## config.mk

```make
export PLATFORM = sky130hd
export DESIGN_NAME = fp_cmp_unit
export DESIGN_NICKNAME = d
export VERILOG_FILES = /design/src/rtl/fp_cmp_unit.sv
export SDC_FILE = /design/constraint.sdc
export NUM_CORES = 1
export LEC_CHECK = 0
export ABC_AREA = 1
export CORE_UTILIZATION = 63
export DETAILED_ROUTE_END_ITERATION = 10
export PLACE_DENSITY = 0.88
export SYNTH_ARGS = -nofsm -noshare
export SYNTH_HDL_FRONTEND = slang
export SYNTH_SLANG_ARGS = --single-unit
```

## constraint.sdc

```tcl
create_clock -name clk -period 10.3 [get_ports clk]
set_input_delay 2.06 -clock clk [delete_from_list [all_inputs] [get_ports clk]]
set_output_delay 2.06 -clock clk [all_outputs]
set_load 0.005 [all_outputs]
```

## src/rtl/fp_cmp_unit.sv

```systemverilog
// fp_cmp_unit: multi-cycle IEEE-754 compare / min / max / classify unit for
// single and half precision, speaking the ALU start/valid_out handshake.
// Sequence: IDLE -> DECODE -> EXEC -> DONE, result registered on leaving EXEC.
// Optional feature macro: FP_CMP_HP_EN (half-precision support). Without it
// mode_fp is ignored and every operation is single precision.
module fp_cmp_unit (
    input  logic        clk,
    input  logic        rst,
    input  logic [31:0] op_a,
    input  logic [31:0] op_b,
    input  logic [2:0]  op_code,
    input  logic        mode_fp,
    input  logic        round_mode,
    input  logic        start,
    output logic [31:0] result,
    output logic        valid_out,
    output logic [4:0]  flags
);

    typedef enum logic [1:0] {IDLE, DECODE, EXEC, DONE} state_t;

    localparam logic [2:0] OP_EQ    = 3'b000;
    localparam logic [2:0] OP_LT    = 3'b001;
    localparam logic [2:0] OP_LE    = 3'b010;
    localparam logic [2:0] OP_MIN   = 3'b011;
    localparam logic [2:0] OP_MAX   = 3'b100;
    localparam logic [2:0] OP_CLASS = 3'b101;

    localparam logic [31:0] QNAN_SP = 32'h7FC0_0000;
    localparam logic [31:0] QNAN_HP = 32'h0000_7E00;

    // Unpacked operand: bit-exact return value, sign, magnitude and one-hot class.
    typedef struct packed {
        logic        sign;
        logic [30:0] mag;
        logic [9:0]  cls;
        logic [31:0] val;
    } unpk_t;

    // One-hot class in the CLASS result bit order.
    function automatic logic [9:0] classify(input logic sign, input logic exp_max,
                                            input logic exp_zero, input logic man_zero,
                                            input logic man_msb);
        logic [9:0] c;
        c = '0;
        if (exp_max) begin
            if (man_zero)     c[sign ? 0 : 7] = 1'b1;
            else if (man_msb) c[9] = 1'b1;
            else              c[8] = 1'b1;
        end else if (exp_zero) begin
            if (man_zero)     c[sign ? 3 : 4] = 1'b1;
            else              c[sign ? 2 : 5] = 1'b1;
        end else begin
            c[sign ? 1 : 6] = 1'b1;
        end
        return c;
    endfunction

    function automatic unpk_t unpack_sp(input logic [31:0] x);
        unpk_t u;
        u.val  = x;
        u.sign = x[31];
        u.mag  = x[30:0];
        u.cls  = classify(x[31], &x[30:23], ~|x[30:23], ~|x[22:0], x[22]);
        return u;
    endfunction

`ifdef FP_CMP_HP_EN
    function automatic unpk_t unpack_hp(input logic [15:0] x);
        unpk_t u;
        u.val  = {16'h0000, x};
        u.sign = x[15];
        u.mag  = {16'h0000, x[14:0]};
        u.cls  = classify(x[15], &x[14:10], ~|x[14:10], ~|x[9:0], x[9]);
        return u;
    endfunction
`endif

    // Signed ordering key: -0 and +0 both map to 0, so IEEE equality of zeros falls out.
    function automatic logic signed [31:0] order_key(input logic sign, input logic [30:0] mag);
        logic signed [31:0] k;
        k = signed'({1'b0, mag});
        return sign ? -k : k;
    endfunction

    state_t state, state_nxt;

    logic sp_in;
`ifdef FP_CMP_HP_EN
    assign sp_in = mode_fp;
`else
    assign sp_in = 1'b1;
`endif

    logic [31:0] a_p0, b_p0;
    logic [2:0]  opc_p0;
    logic        sp_p0;

    unpk_t ua, ub;

    logic [31:0]        val_a_p1, val_b_p1;
    logic signed [31:0] key_a_p1, key_b_p1;
    logic               sign_a_p1, sign_b_p1;
    logic [9:0]         cls_a_p1;
    logic               qnan_b_p1, snan_b_p1;

    logic [31:0] res_d;
    logic        inv_d;

    logic unused_ok;
    assign unused_ok = ^{round_mode, mode_fp, ub.cls[7:0]};

    // State register
    always_ff @(posedge clk) begin
        if (rst) state <= IDLE;
        else     state <= state_nxt;
    end

    // Next-state logic
    always_comb begin
        state_nxt = state;
        case (state)
            IDLE:    if (start) state_nxt = DECODE;
            DECODE:  state_nxt = EXEC;
            EXEC:    state_nxt = DONE;
            DONE:    if (!start) state_nxt = IDLE;
            default: state_nxt = IDLE;
        endcase
    end

    // ---- stage p0: operand capture on request acceptance
    always_ff @(posedge clk) begin
        if (state == IDLE && start) begin
            a_p0   <= op_a;
            b_p0   <= op_b;
            opc_p0 <= op_code;
            sp_p0  <= sp_in;
        end
    end

    // Unpack both latched operands in the selected format
    always_comb begin
`ifdef FP_CMP_HP_EN
        ua = sp_p0 ? unpack_sp(a_p0) : unpack_hp(a_p0[15:0]);
        ub = sp_p0 ? unpack_sp(b_p0) : unpack_hp(b_p0[15:0]);
`else
        ua = unpack_sp(a_p0);
        ub = unpack_sp(b_p0);
`endif
    end

    // ---- stage p1: decoded operands registered in DECODE
    always_ff @(posedge clk) begin
        if (state == DECODE) begin
            val_a_p1  <= ua.val;
            val_b_p1  <= ub.val;
            key_a_p1  <= order_key(ua.sign, ua.mag);
            key_b_p1  <= order_key(ub.sign, ub.mag);
            sign_a_p1 <= ua.sign;
            sign_b_p1 <= ub.sign;
            cls_a_p1  <= ua.cls;
            qnan_b_p1 <= ub.cls[9];
            snan_b_p1 <= ub.cls[8];
        end
    end

    // Compute result and invalid flag from decoded operands
    always_comb begin
        logic nan_a, nan_b, any_nan, any_snan;
        logic num_lt, num_eq, a_below_b, b_below_a;
        res_d     = 32'h0;
        inv_d     = 1'b0;
        nan_a     = cls_a_p1[9] | cls_a_p1[8];
        nan_b     = qnan_b_p1 | snan_b_p1;
        any_nan   = nan_a | nan_b;
        any_snan  = cls_a_p1[8] | snan_b_p1;
        num_lt    = key_a_p1 < key_b_p1;
        num_eq    = key_a_p1 == key_b_p1;
        // Total order for min/max: -0 sits below +0
        a_below_b = num_lt | (num_eq & sign_a_p1 & ~sign_b_p1);
        b_below_a = (key_b_p1 < key_a_p1) | (num_eq & sign_b_p1 & ~sign_a_p1);
        case (opc_p0)
            OP_EQ: begin
                res_d = {31'h0, ~any_nan & num_eq};
                inv_d = any_snan;
            end
            OP_LT: begin
                res_d = {31'h0, ~any_nan & num_lt};
                inv_d = any_nan;
            end
            OP_LE: begin
                res_d = {31'h0, ~any_nan & (num_lt | num_eq)};
                inv_d = any_nan;
            end
            OP_MIN, OP_MAX: begin
                if (nan_a && nan_b)  res_d = sp_p0 ? QNAN_SP : QNAN_HP;
                else if (nan_a)      res_d = val_b_p1;
                else if (nan_b)      res_d = val_a_p1;
                else if (opc_p0 == OP_MIN) res_d = b_below_a ? val_b_p1 : val_a_p1;
                else                 res_d = a_below_b ? val_b_p1 : val_a_p1;
                inv_d = any_snan;
            end
            OP_CLASS: begin
                res_d = {22'h0, cls_a_p1};
            end
            default: begin
                res_d = 32'h0;
                inv_d = 1'b1;
            end
        endcase
    end

    // ---- stage p2: output registers, loaded in EXEC and held until next capture
    always_ff @(posedge clk) begin
        if (rst) begin
            result <= 32'h0;
            flags  <= 5'h0;
        end else if (state == EXEC) begin
            result <= res_d;
            flags  <= {inv_d, 4'b0000};
        end
    end

    // valid_out registered from the next state so it is glitch-free
    always_ff @(posedge clk) begin
        if (rst) valid_out <= 1'b0;
        else     valid_out <= (state_nxt == DONE);
    end

endmodule
```

; Word level (Yosys, flattened, before mapping)
; Cells that the tools add are included.
[word_totals]
regBits = 245
latchBits = 0
ram_bits = 0
rom_bits = 0
output_inout_bits = 38
mem_count = 0
[classes]
add_sub_neg = 2
multipliers = 0
div = 0
order_cmp = 18
n_eq_ne = 10
shifts = 0
muxes = 51
n_bitwise = 17
n_reduce_logical = 21
[ops]
columns = operator, count
row1 = 2-to-1 mux 32 bit, 6
row2 = case mux 32 bit (5 select lines), 1
row3 = < comparator 32 bit, 2
row4 = negator 31 -> 32 bit, 2
row5 = 2-to-1 mux 31 bit, 2
row6 = 2-to-1 mux 10 bit, 6
row7 = OR reduction 23 bit, 2
row8 = "< comparator 3 x 5 -> 1 bit, second input constant", 8
row9 = demux 1 bit (select 4 bit), 8
row10 = equality test 32 bit, 1
row11 = "greater-or-equal comparator 3 x 1 -> 1 bit, second input constant", 8
row12 = 2-to-1 mux 3 bit, 8
row13 = 2-to-1 mux 8 bit, 2
row14 = AND reduction 8 bit, 2
row15 = OR reduction 8 bit, 2
row16 = 2-to-1 mux 1 bit, 12
row17 = logical AND 1 bit, 10
row18 = 2-to-1 mux 2 bit, 4
row19 = case mux 2 bit (4 select lines), 1
row20 = AND 1 bit, 7
row21 = bitwise OR 1 bit, 7
row22 = "equality test 2 bit, second input constant", 3
row23 = "equality test 3 x 2 -> 1 bit, second input constant", 2
row24 = "equality test 3 bit, second input constant", 2
row25 = 8 further kinds, 11

; Logic depth before layout (Yosys ltp)
; Gate-level depths: netlist (run 1).
[logic_depth]
depth_word = 10
depth_mapped = 25

; Worst setup path before layout (run 1)
; OpenSTA, ideal clock, no wires.
[synth_timing]
kind = flip-flop to flip-flop
startpoint = reg state[0]
endpoint = reg cls_a_p1[0], enable pin
arrival_time_ns = 6.170
required_time_ns = 9.659
slack_ns = 3.489
path_stages_with_launch = 3
path_buffers = 0
period_less_slack_ns = 6.811
path_cell_list = dfxtp_1 > inv_1 > nor2_1
[synth_via]
elab_chain_len = 1
[synth_lines]
columns = element, line
row1 = from (decl), 86  ; state_t state, state_nxt;
row2 = from (signal assigned), 116  ; else state <= state_nxt;
row3 = equality test 2 x 1 -> 1 bit, 154  ; if (state == DECODE) begin
row4 = to (signal assigned), 161  ; cls_a_p1 <= ua.cls;
row5 = to (decl), 104  ; logic [9:0] cls_a_p1;
; Every way passes these cells.
; A chain may end at the register's enable or synchronous reset.

; Final worst setup path (run 1)
[layout_timing]
startpoint = reg key_b_p1[23]
endpoint = reg result[16]
[layout_via]
elab_chain_len = 10
elab_cells_between_ends = 16
[layout_lines]
columns = element, line
row1 = from (decl), 102  ; logic signed [31:0] key_a_p1, key_b_p1;
row2 = from (signal assigned), 158  ; key_b_p1 <= order_key(ub.sign, ub.mag);
row3 = "parallel branches: the longest is 5 deep, another holds < comparator 32 bit", --
row4 = 2-to-1 mux 32 bit (*), 199  ; else if (opc_p0 == OP_MIN) res_d = b_below_a ? val_b_p1 : val_a_p1;
row5 = 2-to-1 mux 32 bit (*), 198  ; else if (nan_b) res_d = val_a_p1;
row6 = 2-to-1 mux 32 bit (*), 197  ; else if (nan_a) res_d = val_b_p1;
row7 = 2-to-1 mux 32 bit (*), 196  ; if (nan_a && nan_b) res_d = sp_p0 ? QNAN_SP : QNAN_HP;
row8 = case mux 32 bit (5 select lines) (*), 182  ; case (opc_p0)
row9 = to (signal assigned), 219  ; result <= res_d;
row10 = to (decl), 15  ; output logic [31:0] result,
; Every way passes the cells marked *.

==> results of run 1 <==
## where the power goes
part	switching, W	internal [W]	total [W]
registers	0.0000722	0.00118	0.00126
clock network	0.000380	0.000503	0.000883
logic	0.000278	0.000151	0.000429
## worst register-to-register path: stages, from the launching register on
cell	delay [ns]
edfxtp_1	0.37
ha_1	0.30
nand2_1	0.08
nor2_1	0.19
nand4_1	0.26
nor4_4	0.34
nand3_2	0.32
nand3_2	0.78
nand2_1	0.15
o21ai_0	0.15
nand2_1	0.12
nand3_1	0.14
nand2_1	0.05
nand2_1	0.14
a21oi_1	0.08
## metrics by stage
step / power [W] / util, % / cell area (sq um) / hold WS (ns) / std cells
2_1_floorplan: 0.00158 / - / 12100 / 0.424 / 1256
3_3_place_gp: 0.00166 / 70.4 / 13200 / 0.453 / 1547
3_5_place_dp: 0.00169 / 70.4 / 13200 / 0.455 / 1547
4_1_cts: 0.00257 / 74.7 / 14000 / 0.464 / 1593
5_1_grt: 0.00267 / 74.7 / 14000 / 0.482 / 1593
6_report: 0.00257 / 74.7 / 14000 / 0.462 / 1593
## sequential cells by signal, summed over array words and instances (netlist names), 10 cells and up
| signal | count |
|---|---|
| b_p0 | 32 |
| key_b_p1 | 31 |
| key_a_p1 | 31 |
| result | 32 |
| cls_a_p1 | 10 |
| val_a_p1 | 32 |
| val_b_p1 | 32 |
| a_p0 | 32 |
## final timing paths
check | startpoint | endpoint | slack (ns) | cells past startpoint
max | key_b_p1[23] | result[16] | 6.70 | 14
min | result[15] | result[15] | 0.46 | 2
max reg2reg | key_b_p1[23] | result[16] | 6.70 | 14
min reg2reg | result[15] | result[15] | 0.46 | 2
## cell usage in the layout, fill, tap and decap left out, types with 2 or more instances in the layout
master,instances
nand2_1,283
edfxtp_1,205
inv_1,131
nor2_1,106
clkdlybuf4s50_1,103
a21oi_1,92
nand3_1,91
o21ai_0,54
dfxtp_1,36
xor2_1,34
ha_1,34
clkbuf_16,25
xnor2_1,24
a21oi_2,16
o211ai_2,12
nor3_1,11
nor3_2,9
nand4_1,9
nand2_2,9
buf_4,8
o21ai_1,6
clkinv_1,6
clkinv_2,6
inv_2,5
nand3_2,5
conb_1,4
clkbuf_1,4
nor4_2,2
nor4_1,2
o31ai_1,2
a31oi_1,2
nor2_4,2
a211oi_1,2
clkinv_4,2
bufinv_16,2
## layout make-up
class	instances	area, sq um
multi-input combinational	822	4430
timing repair buffer	111	1090
tap	234	293
inverter	139	524
clock inverter	17	166
sequential	241	6880
fill	1293	4740
clock buffer	29	641
## per-layer routing
layer	share of wire, %	routed length [um]
met3	9.2	2640
met4	3.5	1000
met1	40	11400
met5	0	0
met2	47	13500
## logic make-up (layout without fill, tap and decap cells)
kind of cell    count (synthesis)  after routing  synth area share, %
buf+inv                       193            296                 6.71
simple gates                  536            536                 19.4
compound gates                190            190                 9.30
xor+xnor                       58             58                 4.20
fa+ha+maj                      34             34                 3.52
flops                         241            241                 56.9
other cells                     1              4               0.0310
==> flow_summary.json, run 1 <==
{
  "outcome": "completed",
  "grt_max_degree": 73,
  "finalHoldViolCount": 0,
  "worstSetupStartpointType": "flip-flop",
  "arrival_ns": 3.99,
  "antenna_found_initial": 0,
  "cp_top_family": "simple AND/OR/NAND/NOR gates",
  "syn_area_sq_um": 12100,
  "busiest_layer": "met2",
  "clock_sink_count": 241,
  "routedWlPerCell_um": 17.9,
  "place_congestion": 0.886,
  "num_rows": 50,
  "design.die.area_sq_um": 19800,
  "yosysTopAreaCellShare_pct": 50.9,
  "irDropWorstVdd_mv": 0.154,
  "synth_cells": 1253,
  "portBuffers": 103,
  "max_stage_delay_ns": 0.78,
  "grt_pass1_vias": 8906,
  "synth_seq_area_share_pct": 56.9,
  "endpoint_kind": "flip-flop",
  "path_common_cell": "nand2_1",
  "finalNetCount": 1446,
  "insertion_delay_ns": 0.54,
  "io_pins": 110,
  "setup_violations": 0,
  "leakagePower_nw": 5.45,
  "drv_cap": 0,
  "place_ws_ns": 6.43,
  "gr-total-overflow": 0,
  "syn_to_final_growth_pct": 16.0,
  "synth_top_area_cell": "edfxtp_1",
  "worst_slack_ns": 6.70,
  "totalWireLength_um": 28600,
  "grt_util_met3_pct": 4.85,
  "cp_cell_sequence": "ha_1, nand2_1, nor2_1, nand4_1, nor4_4, nand3_2, nand3_2, nand2_1, o21ai_0, nand2_1, nand3_1, nand2_1, nand2_1, a21oi_1",
  "drt_pass1_iterations": 9,
  "drt_drc_violations_left": 0,
  "ctsHoldBuffers": 0,
  "synth_area_leaders": "edfxtp_1, nand2_1, dfxtp_1, inv_1, a21oi_1",
  "dr_total_vias": 9369,
  "ys_top_cells_by_count": "nand2_1, edfxtp_1, inv_1",
  "crit_path_top_delay_cell": "nand3_2",
  "finalCriticalPeriod_ns": 3.60,
  "grt_use_met2_pct": 48.1,
  "synth.avg_cell_area_sq_um": 9.65,
  "skew_ns": 0.0185,
  "async_flop_share_pct": 0,
  "met1_usage_pct": 39.8,
  "antenna_left": 0,
  "cts_root_buffer": "clkbuf_16",
  "min_path_type": "reg -> reg",
  "fp.dieW_um": 141,
  "max_freq_mhz": 278,
  "grt_first_pass_wirelength_um": 45100,
  "coreArea_sq_um": 18800,
  "ys_types": 44,
  "tightest_slew_ns": 1.01,
  "cp_max_fo": 52,
  "ctsResizeCount": 0,
  "cts_buffer_depth": 3,
  "via_per_inst": 5.88,
  "setup_tns_ns": 0,
  "slew_headroom_pct": 32.7,
  "cts_tree": "yes",
  "worstPathRequired_ns": 10.70,
  "cts_buffers": 25,
  "synth_seq_cells": 241,
  "synth_edf_count": 205,
  "post_cts_buffers": 0,
  "dieHeight_um": 141,
  "path_buf_inv": 0,
  "power_density_nw_per_um2": 183,
  "report.final.slew_viol_count": 0,
  "synth-main-ff-cell": "edfxtp_1",
  "period_share_pct": 34.9,
  "grt_setup_unrepaired": "false",
  "start_util_pct": 64.4,
  "htree_levels": 1,
  "grt_usage_pct": 29.5,
  "worst-setup-path-type": "reg -> reg",
  "num_antenna_cells": 0,
  "drt_iter0_drc": 976,
  "drive_above_1_share_pct": 8.31,
  "dp_hpwl_um": 18900,
  "clk_pin_slew_worst_paths_ns": 0.06,
  "yosys_warnings": 0,
  "yosysMostFrequentCell": "nand2_1"
}
Note: power is estimated with default switching activity, not from simulation.
==> inputs of run 2 (changes only) <==
--- a/config.mk
+++ b/config.mk
@@ -6,9 +6,9 @@
 export NUM_CORES = 1
 export LEC_CHECK = 0
 export ABC_AREA = 1
-export CORE_UTILIZATION = 63
+export CORE_UTILIZATION = 52
 export DETAILED_ROUTE_END_ITERATION = 10
-export PLACE_DENSITY = 0.88
+export PLACE_DENSITY = 0.78
 export SYNTH_ARGS = -nofsm -noshare
 export SYNTH_HDL_FRONTEND = slang
 export SYNTH_SLANG_ARGS = --single-unit
==> constraint.sdc (replaced) <==
create_clock -name clk -period 3.03 [get_ports clk]
set_input_delay 0.606 -clock clk [delete_from_list [all_inputs] [get_ports clk]]
set_output_delay 0.606 -clock clk [all_outputs]
set_load 0.005 [all_outputs]
==> run 2 against run 1 <==
Critical path type unchanged. Sequential power grew to 3.4 times the previous value. Combinational power grew to 3.5 times the previous value. Non-clock buffer count is 19 higher. Highest routed layer unchanged. Critical endpoint is now result[12]. Maximum frequency is 27% higher. Clock skew is 0.0071 ns lower. Utilization is 12 points lower. Clock-buffer cell count is 4 higher. Sequential share of layout area is 1.0 points lower. Clock power grew to 3.5 times the previous value. Cell count is 4.4% higher.
==> flow_summary.json, run 2 (synthesized netlist as in run 1, its figures left out) <==
{
  "outcome": "completed",
  "num_antenna_cells": 0,
  "via_per_inst": 5.53,
  "ctsHoldBuffers": 0,
  "power_density_nw_per_um2": 617,
  "final_cell_mix": "nand2_1, edfxtp_1, inv_1, clkdlybuf4s50_1, nor2_1",
  "drt_drc_violations_left": 0,
  "place_congestion": 0.883,
  "worst-setup-path-type": "reg -> reg",
  "gr-total-overflow": 0,
  "crit_path_top_delay_cell": "edfxtp_1",
  "antenna_left": 0,
  "finalNetCount": 1466,
  "final_common_cell": "nand2_1",
  "cp_cell_sequence": "inv_1, ha_1, nand2_1, nor2_1, nand4_1, buf_4, nor4_4, inv_2, nand3_2, nand2_4, inv_8, nand2_1, o211ai_2, nand3_1, nand2_1, nand2_1, a21oi_2",
  "cts_buffers": 26,
  "dieHeight_um": 154,
  "routedWlPerCell_um": 17.0,
  "insertion_delay_ns": 0.54,
  "coreArea_sq_um": 22700,
  "setup_violations": 0,
  "arrival_ns": 3.31,
  "cp_max_fo": 33,
  "antenna_found_initial": 1,
  "worstPathRequired_ns": 3.50,
  "syn_to_final_growth_pct": 18.5,
  "report.final.slew_viol_count": 0,
  "irDropWorstVdd_mv": 0.469,
  "postLayoutCellArea_sq_um": 14300,
  "leakagePower_nw": 5.55,
  "drive_above_1_share_pct": 10.0,
  "fp.dieW_um": 154,
  "grt_usage_pct": 23.6,
  "cts_root_buffer": "clkbuf_16",
  "totalWireLength_um": 28300,
  "num_rows": 55,
  "drt_pass1_iterations": 6,
  "min_path_type": "reg -> reg",
  "htree_levels": 1,
  "clk_pin_slew_worst_paths_ns": 0.06,
  "finalHoldViolCount": 0,
  "dp_hpwl_um": 19700,
  "nFillCells": 1771,
  "drt_iter0_drc": 986,
  "grt_setup_unrepaired": "true",
  "tightest_slew_ns": 0.988,
  "finalCriticalPeriod_ns": 2.84,
  "cts_tree": "yes",
  "start_util_pct": 53.3,
  "cts_buffer_depth": 3,
  "grt_first_pass_wirelength_um": 43900,
  "grt_pass1_vias": 8541,
  "drv_cap": 0,
  "slew_headroom_pct": 34.0,
  "clock_sink_count": 241,
  "dr_total_vias": 9200,
  "worstSetupStartpointType": "flip-flop",
  "skew_ns": 0.0114,
  "portBuffers": 103,
  "utilization_pct": 63.1,
  "io_pins": 110,
  "grt_max_degree": 68,
  "path_common_cell": "nand2_1",
  "design.die.area_sq_um": 23900,
  "max_freq_mhz": 352,
  "endpoint_kind": "flip-flop",
  "placed_area_sq_um": 13400,
  "max_stage_delay_ns": 0.35,
  "period_share_pct": 93.7
}
[run 2: critical path: cells and delay by family, from the launching register on]
kind / cells / cell delay (ns)
AOI/OAI and AO/OA: 2 / 0.20
and+or+nand+nor: 10 / 1.34
adders and majority gates: 1 / 0.29
buffers and inverters: 4 / 0.57
DFF: 1 / 0.35
[run 2: power by group]
group          internal (W)  switching, W
registers           0.00402      0.000238
clock network       0.00177       0.00131
logic              0.000562      0.000949
total               0.00635       0.00250
[run 2: final cells by class]
cell class / instances / area (sq um) / share of cell area, %
multi-input combinational: 822 / 4460 / 31.1
sequential: 241 / 6880 / 48.0
clock inverter: 13 / 150 / 1.05
inverter: 139 / 533 / 3.72
timing repair buffer: 130 / 1270 / 8.90
tap: 285 / 357 / 2.49
clock buffer: 33 / 677 / 4.72
[run 2: path summary, 6_finish.rpt]
check                     from          to  cells past startpoint  slack (ns)
hold reg to reg     result[10]  result[10]                      2        0.46
hold / removal      result[10]  result[10]                      2        0.46
setup reg to reg  key_a_p1[23]  result[12]                     17        0.19
setup / recovery  key_a_p1[23]  result[12]                     17        0.19
[run 2: metrics by stage]
stage / power (W) / setup TNS (ns) / hold WS (ns) / setup WS, ns / instances
2_1_floorplan: 0.00533 / 0 / 0.424 / 0.189 / 1256
3_3_place_gp: 0.00571 / 0 / 0.453 / 0.146 / 1614
3_5_place_dp: 0.00579 / 0 / 0.456 / 0.0450 / 1614
4_1_cts: 0.00886 / 0 / 0.466 / 0.0245 / 1660
5_1_grt: 0.00920 / -0.0180 / 0.486 / -0.0124 / 1663
6_report: 0.00885 / 0 / 0.463 / 0.192 / 1663
[run 2: timing repair]
| item | in CTS | in global routing |
|---|---|---|
| resized for setup | 1 | 11 |
| setup endpoints to repair | 1 | 26 |
| pin swaps | 0 | 6 |
| buffers inserted | 0 | 3 |
[run 2: routing by layer]
layer  vias to the layer above  GRT usage [%]  routed length [um]
met5                         -              0                   0
met4                         0           8.02                 885
met3                        69           3.28                2610
met2                       489           37.5               13000
met1                      4222           33.3               11800
li1                       4420              -                   -
==> inputs of run 3 (changes only) <==
--- a/config.mk
+++ b/config.mk
@@ -6,9 +6,10 @@
 export NUM_CORES = 1
 export LEC_CHECK = 0
 export ABC_AREA = 1
-export CORE_UTILIZATION = 52
+export CORE_UTILIZATION = 60
+export CTS_BUF_LIST = sky130_fd_sc_hd__clkbuf_8
 export DETAILED_ROUTE_END_ITERATION = 10
-export PLACE_DENSITY = 0.78
+export PLACE_DENSITY = 0.85
 export SYNTH_ARGS = -nofsm -noshare
 export SYNTH_HDL_FRONTEND = slang
 export SYNTH_SLANG_ARGS = --single-unit
==> constraint.sdc (replaced) <==
create_clock -name clk -period 3 [get_ports clk]
set_input_delay 0.6 -clock clk [delete_from_list [all_inputs] [get_ports clk]]
set_output_delay 0.6 -clock clk [all_outputs]
set_load 0.005 [all_outputs]
==> run 3 against run 2 <==
Register-to-register slack worse by 0.11 ns. Utilization up 11 points. Final area is 1.9% higher. Largest power group unchanged. Critical path depth unchanged. Highest routed layer unchanged. Clock power is 3% lower. Combinational power up 15%. Worst hold slack better by 0.00091 ns. Maximum frequency is 2.7% lower. Cell count up 0.90%. Sequential power grew 1%.
==> flow_summary.json, run 3 (synthesized netlist as in run 1, its figures left out) <==
{
  "routedWlPerCell_um": 18.0,
  "setup_violations": 0,
  "cts_tree": "yes",
  "worstPathRequired_ns": 3.46,
  "drt_iter0_drc": 1103,
  "pwr-share-clk_pct": 33.2,
  "nFillCells": 1319,
  "clock_sink_count": 241,
  "arrival_ns": 3.38,
  "worst_slack_ns": 0.0835,
  "grt_usage_pct": 28.9,
  "io_pins": 110,
  "coreArea_sq_um": 19600,
  "pwr-share-comb_pct": 19.2,
  "num_rows": 51,
  "dr_total_vias": 9764,
  "finalNetCount": 1489,
  "irDropWorstVdd_mv": 0.479,
  "syn_to_final_growth_pct": 20.7,
  "cts_buffers": 41,
  "cts_buffer_depth": 3,
  "worst-setup-path-type": "reg -> reg",
  "grt_pass1_vias": 8931,
  "fp.dieW_um": 144,
  "outcome": "completed",
  "dp_hpwl_um": 20100,
  "slew_headroom_pct": 38.6,
  "cts_root_buffer": "clkbuf_8",
  "period_share_pct": 97.2,
  "hold-worst-slack_ns": 0.464,
  "power_frac_seq_pct": 47.7,
  "drt_drc_violations_left": 0,
  "portBuffers": 103,
  "finalCriticalPeriod_ns": 2.92,
  "leakagePower_nw": 5.72,
  "utilization_pct": 74.5,
  "num_antenna_cells": 0,
  "drt_pass1_iterations": 6,
  "final_cell_mix": "nand2_1, edfxtp_1, inv_1, clkdlybuf4s50_1, nor2_1",
  "postLayoutCellArea_sq_um": 14600,
  "drv_cap": 0,
  "worstSetupStartpointType": "flip-flop",
  "design.die.area_sq_um": 20700,
  "power_density_nw_per_um2": 620,
  "finalHoldViolCount": 0,
  "grt_max_degree": 56,
  "final_common_cell": "nand2_1",
  "max_freq_mhz": 343,
  "clk_pin_slew_worst_paths_ns": 0.06,
  "totalWireLength_um": 30200,
  "p_sw_share_pct": 29.0,
  "tightest_slew_ns": 0.919,
  "htree_levels": 2,
  "drive_above_1_share_pct": 12.2,
  "antenna_found_initial": 0,
  "cp_max_fo": 5,
  "start_util_pct": 61.7,
  "endpoint_kind": "flip-flop",
  "insertion_delay_ns": 0.55,
  "dieHeight_um": 144,
  "skew_ns": 0.0171,
  "placed_area_sq_um": 13400,
  "antenna_left": 0,
  "place_ws_ns": 0.0701,
  "ctsHoldBuffers": 0,
  "intPower_w": 0.00642,
  "grt_first_pass_wirelength_um": 45200,
  "via_per_inst": 5.82,
  "switching_power_w": 0.00262,
  "min_path_type": "reg -> reg",
  "report.final.slew_viol_count": 0,
  "place_congestion": 0.895,
  "gr-total-overflow": 0
}
-- run 3: cell types whose count changed in the layout (fill, tap and decap cells not counted), sizes merged --
cell / change
clkinvlp: -2
buf: +3
clkbuf: +17
inv: +12
bufinv: +1
nand2: +1
clkinv: +3
-- run 3: through the flow --
step	setup TNS [ns]	std cells	power [W]
5_1_grt	-0.508	1678	0.00940
6_report	0	1678	0.00904
2_1_floorplan	0	1256	0.00538
3_3_place_gp	0	1592	0.00578
3_5_place_dp	0	1592	0.00587
4_1_cts	0	1665	0.00885
-- run 3: what timing repair did --
item                       CTS  global route
buffers inserted             0             8
cloned                       0             5
setup endpoints to repair    1            33
resized for setup            1            34
pin swaps                    0            18
-- run 3: per-layer routing --
layer,track usage [%],part of all wire (%)
met5,0,0
met4,14.2,4.8
met3,4.67,11
met2,44.7,46
met1,39.8,39
-- run 3: worst paths after layout --
check,startpoint,endpoint,slack [ns],cells after the start
setup / recovery,key_b_p1[7],result[8],0.08,17
hold / removal,result[10],result[10],0.46,2
setup reg to reg,key_b_p1[7],result[8],0.08,17
hold reg to reg,result[10],result[10],0.46,2
-- run 3: critical path: stages, from the launching register on --
cell and delay, ns:
edfxtp_1 0.42, ha_4 0.30, nand2_2 0.08, nor2_4 0.10, nand4_1 0.21, nor4_4 0.45
buf_4 0.19, nand3_4 0.07, nand3_4 0.17, clkbuf_16 0.19, nand2_1 0.05, nand3_1 0.07
nand3_1 0.08, nand2_1 0.08, nand2_1 0.08, nand2_1 0.10, nand2_1 0.08, a21oi_2 0.11
-- run 3: final cells by class --
type / count / area (sq um) / share of cell area (%)
clock buffers: 47 / 647 / 4.43
clock inverters: 26 / 191 / 1.31
repair inverters: 1 / 7.51 / 0.0514
well taps: 265 / 332 / 2.27
repair buffers: 136 / 1420 / 9.75
multi-input cells: 823 / 4580 / 31.4
flip-flops and latches: 241 / 6880 / 47.1
inverters: 139 / 538 / 3.69
-- run 3: power by group through the flow --
| stage | Clock (W) | Sequential, W | Combinational [W] |
|---|---|---|---|
| floorplan | 0 | 0.00428 | 0.00111 |
| global placement | 0 | 0.00435 | 0.00144 |
| detailed placement | 0 | 0.00436 | 0.00152 |
| CTS | 0.00303 | 0.00429 | 0.00153 |
| global route | 0.00318 | 0.00433 | 0.00189 |
| finish | 0.00300 | 0.00431 | 0.00173 |
